`config.mk`:
```
export PLATFORM = sky130hd
export DESIGN_NAME = stopwatch_count_ctrl
export DESIGN_NICKNAME = d
export VERILOG_FILES = /design/src/rtl/stopwatch_count_ctrl.sv
export SDC_FILE = /design/constraint.sdc
export NUM_CORES = 1
export LEC_CHECK = 0
export CORE_MARGIN = 2
export CORE_UTILIZATION = 57
export DETAILED_ROUTE_END_ITERATION = 6
export DONT_BUFFER_PORTS = 1
export GPL_ROUTABILITY_DRIVEN = 0
export GPL_TIMING_DRIVEN = 0
export PLACE_DENSITY_LB_ADDON = 0.25
export SYNTH_ARGS = -nofsm -noshare
export SYNTH_HDL_FRONTEND = slang
export SYNTH_SLANG_ARGS = --single-unit
```
`constraint.sdc`:
```
create_clock -name clk -period 1.9 [get_ports clk]
set_input_delay 0.285 -clock clk [delete_from_list [all_inputs] [get_ports clk]]
set_output_delay 0.285 -clock clk [all_outputs]
set_load 0.05 [all_outputs]
```
`src/rtl/stopwatch_count_ctrl.sv`:
```
// stopwatch_count_ctrl
//
// Control core of a stopwatch with a bounded 14-bit count. A prescaler turns
// the system clock into count steps; an FSM (IDLE/RUN/PAUSE/DONE) reacts to
// rising edges of the debounced start and clear buttons. The +1/-1 arithmetic
// and the reload value live upstream: this block only selects when to take
// next_val or load_val and keeps the result inside 0..LIMIT_HI.
//
// Parameters
//   TICK_DIV  clock cycles per count step (>= 2)
//   LIMIT_HI  upper count bound
//
// Ports
//   clk        in   system clock, rising edge
//   rst        in   synchronous active-high reset
//   start_btn  in   debounced level, rising edge = start/stop request
//   clear_btn  in   debounced level, rising edge = reload request
//   mode       in   [1:0] 00 up/0, 01 up/switches, 10 down/9999, 11 down/switches
//   next_val   in   [13:0] upstream count+1 or count-1
//   load_val   in   [13:0] upstream reload value
//   count      out  [13:0] registered count
//   running    out  high while in RUN
//   at_limit   out  high while in DONE
//   tick       out  one-cycle pulse on each prescaler wrap in RUN

module stopwatch_count_ctrl #(
    parameter int TICK_DIV = 1000000,
    parameter int LIMIT_HI = 9999
) (
    input  logic        clk,
    input  logic        rst,
    input  logic        start_btn,
    input  logic        clear_btn,
    input  logic [1:0]  mode,
    input  logic [13:0] next_val,
    input  logic [13:0] load_val,
    output logic [13:0] count,
    output logic        running,
    output logic        at_limit,
    output logic        tick
);

    localparam int              PW         = (TICK_DIV > 2) ? $clog2(TICK_DIV) : 1;
    localparam logic [PW-1:0]   PRESC_LAST = PW'(TICK_DIV - 1);
    localparam logic [13:0]     LIM        = 14'(LIMIT_HI);

    typedef enum logic [1:0] {
        IDLE,
        RUN,
        PAUSE,
        DONE
    } state_t;

    state_t        state;
    state_t        state_next;
    logic [PW-1:0] presc;
    logic [PW-1:0] presc_next;
    logic [13:0]   count_next;
    logic          tick_next;

    logic          start_q;
    logic          clear_q;
    logic          armed;
    logic          start_edge;
    logic          clear_edge;

    logic [13:0]   limit;
    logic [13:0]   load_clamped;
    logic [13:0]   step_val;

    // armed stays low for the first cycle after reset so that a button held
    // high through reset release is captured into start_q/clear_q without
    // being seen as a fresh press.
    assign start_edge = armed & start_btn & ~start_q;
    assign clear_edge = armed & clear_btn & ~clear_q;

    // Up-counting modes stop at LIMIT_HI, down-counting modes stop at 0.
    assign limit = mode[1] ? 14'd0 : LIM;

    // Clamp both upstream operands so count can never leave 0..LIMIT_HI,
    // whatever the switches or the upstream mux present.
    assign load_clamped = (load_val > LIM) ? LIM : load_val;
    assign step_val     = (next_val > LIM) ? LIM : next_val;

    // Next-state logic. A clear press wins over everything else in the same
    // cycle; otherwise each state handles start presses and, in RUN, the
    // prescaler wrap that produces a count step.
    always_comb begin
        state_next = state;
        count_next = count;
        presc_next = presc;
        tick_next  = 1'b0;

        if (clear_edge) begin
            state_next = IDLE;
            count_next = load_clamped;
            presc_next = '0;
        end else begin
            case (state)
                IDLE: begin
                    if (start_edge) begin
                        presc_next = '0;
                        state_next = (count == limit) ? DONE : RUN;
                    end
                end
                PAUSE: begin
                    // Prescaler is left where the pause froze it so that the
                    // interrupted step resumes rather than restarts.
                    if (start_edge) begin
                        state_next = (count == limit) ? DONE : RUN;
                    end
                end
                RUN: begin
                    if (start_edge) begin
                        state_next = PAUSE;
                    end else if (presc == PRESC_LAST) begin
                        presc_next = '0;
                        tick_next  = 1'b1;
                        if (count == limit) begin
                            state_next = DONE;
                        end else begin
                            count_next = step_val;
                            if (step_val == limit) begin
                                state_next = DONE;
                            end
                        end
                    end else begin
                        presc_next = presc + 1'b1;
                    end
                end
                DONE: begin
                    state_next = DONE;
                end
                default: begin
                    state_next = IDLE;
                end
            endcase
        end
    end

    // State and output registers. running/at_limit are decoded from the next
    // state so they change on the same edge as the state itself.
    always_ff @(posedge clk) begin
        if (rst) begin
            state    <= IDLE;
            count    <= '0;
            presc    <= '0;
            tick     <= 1'b0;
            running  <= 1'b0;
            at_limit <= 1'b0;
            start_q  <= 1'b0;
            clear_q  <= 1'b0;
            armed    <= 1'b0;
        end else begin
            state    <= state_next;
            count    <= count_next;
            presc    <= presc_next;
            tick     <= tick_next;
            running  <= (state_next == RUN);
            at_limit <= (state_next == DONE);
            start_q  <= start_btn;
            clear_q  <= clear_btn;
            armed    <= 1'b1;
        end
    end

endmodule

```
## After elaboration in Yosys (flattened, before gate mapping)

Index checks and enable logic that the tools add are counted.

| operators by class | value |
|---|---|
| $lt $le $gt $ge | 2 |
| equality and inequality tests | 12 |
| muxes and demuxes | 22 |
| bitwise gates (word level) | 7 |
| reduce and logical (&&, ||, !) cells | 9 |
| add/sub/neg operators | 1 |

Operators with widths:

| kind | count |
|---|---|
| $mux 14 | 8 |
| $mux 20 | 3 |
| $pmux 20 s2 | 1 |
| $eq 14x14->1 | 2 |
| $gt 14x14->1 const B | 2 |
| $add 20x1->20 const B | 1 |
| $eq 20x20->1 const B | 1 |
| $mux 2 | 7 |
| $eq 2x2->1 const B | 3 |
| $ne 2x2->1 const B | 3 |
| $pmux 2 s3 | 1 |
| $reduce_bool 2->1 | 3 |
| $and 1x1->1 | 4 |
| $eq 2x1->1 const B | 2 |
| $reduce_and 4->1 | 1 |
| $reduce_or 2->1 | 2 |
| $reduce_or 4->1 | 1 |
| $not 1->1 | 3 |
| $reduce_and 3->1 | 1 |
| $logic_not 2->1 | 1 |
| $mux 1 | 2 |
| $ne 2x1->1 const B | 1 |

| word-level totals | value |
|---|---|
| register bits after elaboration | 42 |
| word-level logic and storage cells | 62 |
| input bits | 34 |
| output and inout bits | 17 |

## Depth between registers and ports, before layout

| depth | value |
|---|---|
| word-level depth | 10 |
| depth in mapped cells | 7 |
| gate-level depth less buffers | 6 |

## Worst setup path after synthesis

Ideal clock, no wire load.

| timing | value |
|---|---|
| kind | register to register |
| from | register count[13] |
| to | register count[1] |
| buffers on the path | 1 |
| period minus slack after synthesis | 2.011 ns |
| stages on the path, launching flop included | 7 |
| arrival time | 1.939 ns |
| path slack | -0.111 ns |
| data required time | 1.828 ns |
| library setup time | 0.072 ns |
| cell sequence | dfxtp_1 or4_1 mux2i_1 nand4_1 a21oi_2 buf_4 mux2i_1 |

| between the ends | value |
|---|---|
| cells in the longest elaborated chain, start to end | 3 |

Ends and longest elaborated chain:

| item | line | source |
|---|---|---|
| start, declared | 37 | `output logic [13:0] count,` |
| start signal, assigned | 156 | `count <= count_next;` |
| $eq 14x14->1 | 119 | `if (count == limit) begin` |
| $ne 2x2->1 (no line) | n/a |  |
| $reduce_and 4->1 (no line) | n/a |  |

No other way between the ends.
A chain may end at the register's enable or synchronous reset.

## Worst setup path in the final report

| timing | value |
|---|---|
| from | register count[8] |
| to | register count[12] |

The elaborated chain is that of the path after synthesis.

==> flow_metrics.tcl <==
set metrics [dict create \
    yosysSeqAreaShare_pct 35.3 \
    dpl.hpwl_um 4070 \
    cts.sinks 42 \
    min_period_over_period_pct 109 \
    worstSetupPathType "reg2reg" \
    wl_met1_um 2750 \
    synth_area_per_cell_um2 8.56 \
    synth-xor-area-share_pct 5.52 \
    cts_tree "built" \
    hold_slack_ns 0.118 \
    worstPathRequired_ns 2.09 \
    ys_types 53 \
    drv_slew 0 \
    cp_cell_sequence "or4_4, mux2i_1, nand4_1, a21oi_4, mux2_4" \
    leakage_uw 0.000921 \
    hold_viol 0 \
    synthArstFlopShare_pct 0 \
    routed_wl_um 5560 \
    layout.cells.non_filler 339 \
    worstSetupEndpoint "count[12]" \
    top_layer_used "met4" \
    min_path_type "in2reg" \
    fin_ws_ns -0.174 \
    dieWidth_um 68.6 \
    wl_per_cell_um 16.4 \
    dieHeight_um 68.6 \
    p_per_area_nw_per_um2 700 \
    yosysTopAreaCellShare_pct 35.3 \
    ff2ff_path_depth 5 \
    tightest_slew_ns 0.590 \
    drtAntennaViolNets 0 \
    cts_made_buffers 5 \
    dr.pass1.iters 4 \
    antenna_found_initial 0 \
    skew_ns 0.00616 \
    ys_warn_count 0 \
    yosysTopAreaCell "dfxtp_1" \
    rsz0062_at_grt "yes" \
    outcome "finished, violations left" \
    wl_met2_um 2450 \
    netlist_area_um2 2380 \
    rows 23 \
    coreArea_um2 4000 \
    synth-main-ff-cell "dfxtp_1" \
    root_buffer "clkbuf_8" \
    start_kind "register" \
    critical_path_arrival_ns 2.26 \
    clk_latency_ns 0.29 \
    synth_area_leaders "dfxtp_1 (35%), mux2i_1 (5.9%), xnor2_1 (5.5%)" \
    yosysMostFrequentCell "dfxtp_1" \
    maxSlewHeadroom_pct 60.6 \
    io_pins 51 \
    drt-initial-drc-count 220 \
    routed_via_density 6.27 \
    synthMuxAreaShare_pct 6.83 \
    vias 2127 \
    critPathSlowestCell "or4_4" \
    violations "setup timing" \
    wl_met3_um 299 \
    synth-simple-area-share_pct 32.0 \
    dp.cells 328 \
    synthTopCellsByCount "dfxtp_1 (42), nor2_1 (27), nand2_1 (19)" \
    grtUsageTotal_pct 26.6 \
    timing.reg2reg.setup_slack_ns -0.17 \
    r2r-start "count[8]" \
    irDropWorstVdd_mv 0.651 \
    fin_nets 323 \
    synthAdderAreaFrac_pct 0.525 \
    worstSetupEndpointType "register" \
    overflow 0 \
    r2r-end "count[12]" \
    crit_start "count[8]" \
    power_uw 1900 \
    critPathMaxFanout 4 \
    drcViolationCount 0 \
    synth_compound_area_share_pct 15.9 \
    first_global_vias 1983 \
    grt_max_degree 13 \
    critPathMaxStageDelay_ns 0.54 \
    cts_max_level 2 \
    syn_inst 278 \
    fin_crit_ns 2.07 \
    cts_buffer_depth 2 \
    start_util_pct 59.5 \
    synth_top_family_by_area "simple AND/OR/NAND/NOR gates" \
    maxCapViolCount 0 \
    io_buffers 0 \
    setup_violations 16 \
    grt_pass1_wl_um 9450 \
    antenna_cells 0 \
    fmax_mhz 482 \
    cts.reportedPaths.clkPinSlew_ns 0.08 \
    syn_nets 313 \
    die_area_um2 4710 \
    drive_above_1_share_pct 18.3 \
    area_growth_pct 14.0 \
    synth_edf_count 0 \
    ys_ff_latch 42 \
]
cell type report:
cell class	instances	area, um2
plain buffers	13	72.6
clock buffers	8	110
fillers	330	1290
inverters	7	26.3
multi-input cells	216	1550
flip-flops and latches	42	862
well taps	50	62.6
repair buffers	3	26.3
logic make-up (layout without fill, tap and decap cells):
| family | count (synthesis) | after routing |
|---|---|---|
| xor+xnor | 15 | 15 |
| simple gates | 132 | 132 |
| buf+inv | 20 | 31 |
| fa+ha+maj | 1 | 1 |
| compound gates | 52 | 52 |
| flops | 42 | 42 |
| mux | 16 | 16 |
registers in the layout, indices dropped and copies added, names as in the netlist:
signal    cells
count        14
clear_q       1
start_q       1
at_limit      1
running       1
armed         1
presc        20
tick          1
state         2
placed cells by master, fill, tap and decap left out, types with 5 or more instances in the layout:
master    count
o21ai_0      10
o221ai_1      6
a31oi_1       6
xnor2_1      14
dfxtp_1      33
nor4_1        6
nor2_1       26
clkbuf_1      5
nand3_1      10
nor3_1        5
and3_1        5
inv_1         7
clkbuf_8      8
nor4_2        5
nor2b_1       6
a21oi_1       8
mux2i_1      14
nand3b_1      8
dfxtp_2       5
nor3b_1       5
nand2_1      19
nand4_1      10
worst min-delay path by stage:
stage	endpoint	start	slack, ns	cells after the start
6_report	clear_q	clear_btn	0.12	1
5_1_grt	clear_q	clear_btn	0.12	1
4_1_cts	clear_q	clear_btn	0.11	1
3_5_place_dp	clear_q	clear_btn	0.42	1
3_3_place_gp	clear_q	clear_btn	0.42	1
2_1_floorplan	clear_q	clear_btn	0.41	1
report_power, final:
part | leakage, uW | internal (uW) | switching (uW) | total (uW)
sequential | 0.000346 | 907 | 89.8 | 997
clock | 0.0000575 | 367 | 294 | 661
combinational | 0.000518 | 104 | 137 | 241
timing repair:
action / in CTS / in global routing
hold buffers: 0 / 0
setup buffers: 1 / 1
gates cloned: 1 / 0
pin swaps: 6 / 4
endpoints found under the setup margin: 31 / 29
gates resized for setup: 21 / 10
hold endpoints to repair: 0 / 0
layer usage:
metal  global-route usage (%)  vias to the layer above
li1                         -                     1066
met1                     39.4                      993
met2                     38.6                       62
met3                     5.68                        6
met4                     7.50                        0
met5                        0                        -
critical path: cells and delay by family (launching register included):
family          cells  cell delay (ns)
mux                 2             0.52
simple gates        2             0.75
compound gates      1             0.28
flops               1             0.41
stage by stage:
stage,TNS (ns),util (%),instance area [um2],worst slack (ns)
floorplan,-0.0515,-,2390,-0.00780
global placement,-3.75,61.3,2450,-0.244
detailed placement,-4.24,61.3,2450,-0.278
CTS,-2.07,66.6,2660,-0.168
global route,-3.40,67.8,2710,-0.256
finish,-2.26,67.8,2710,-0.174
Power figures use the tool's default switching activity.
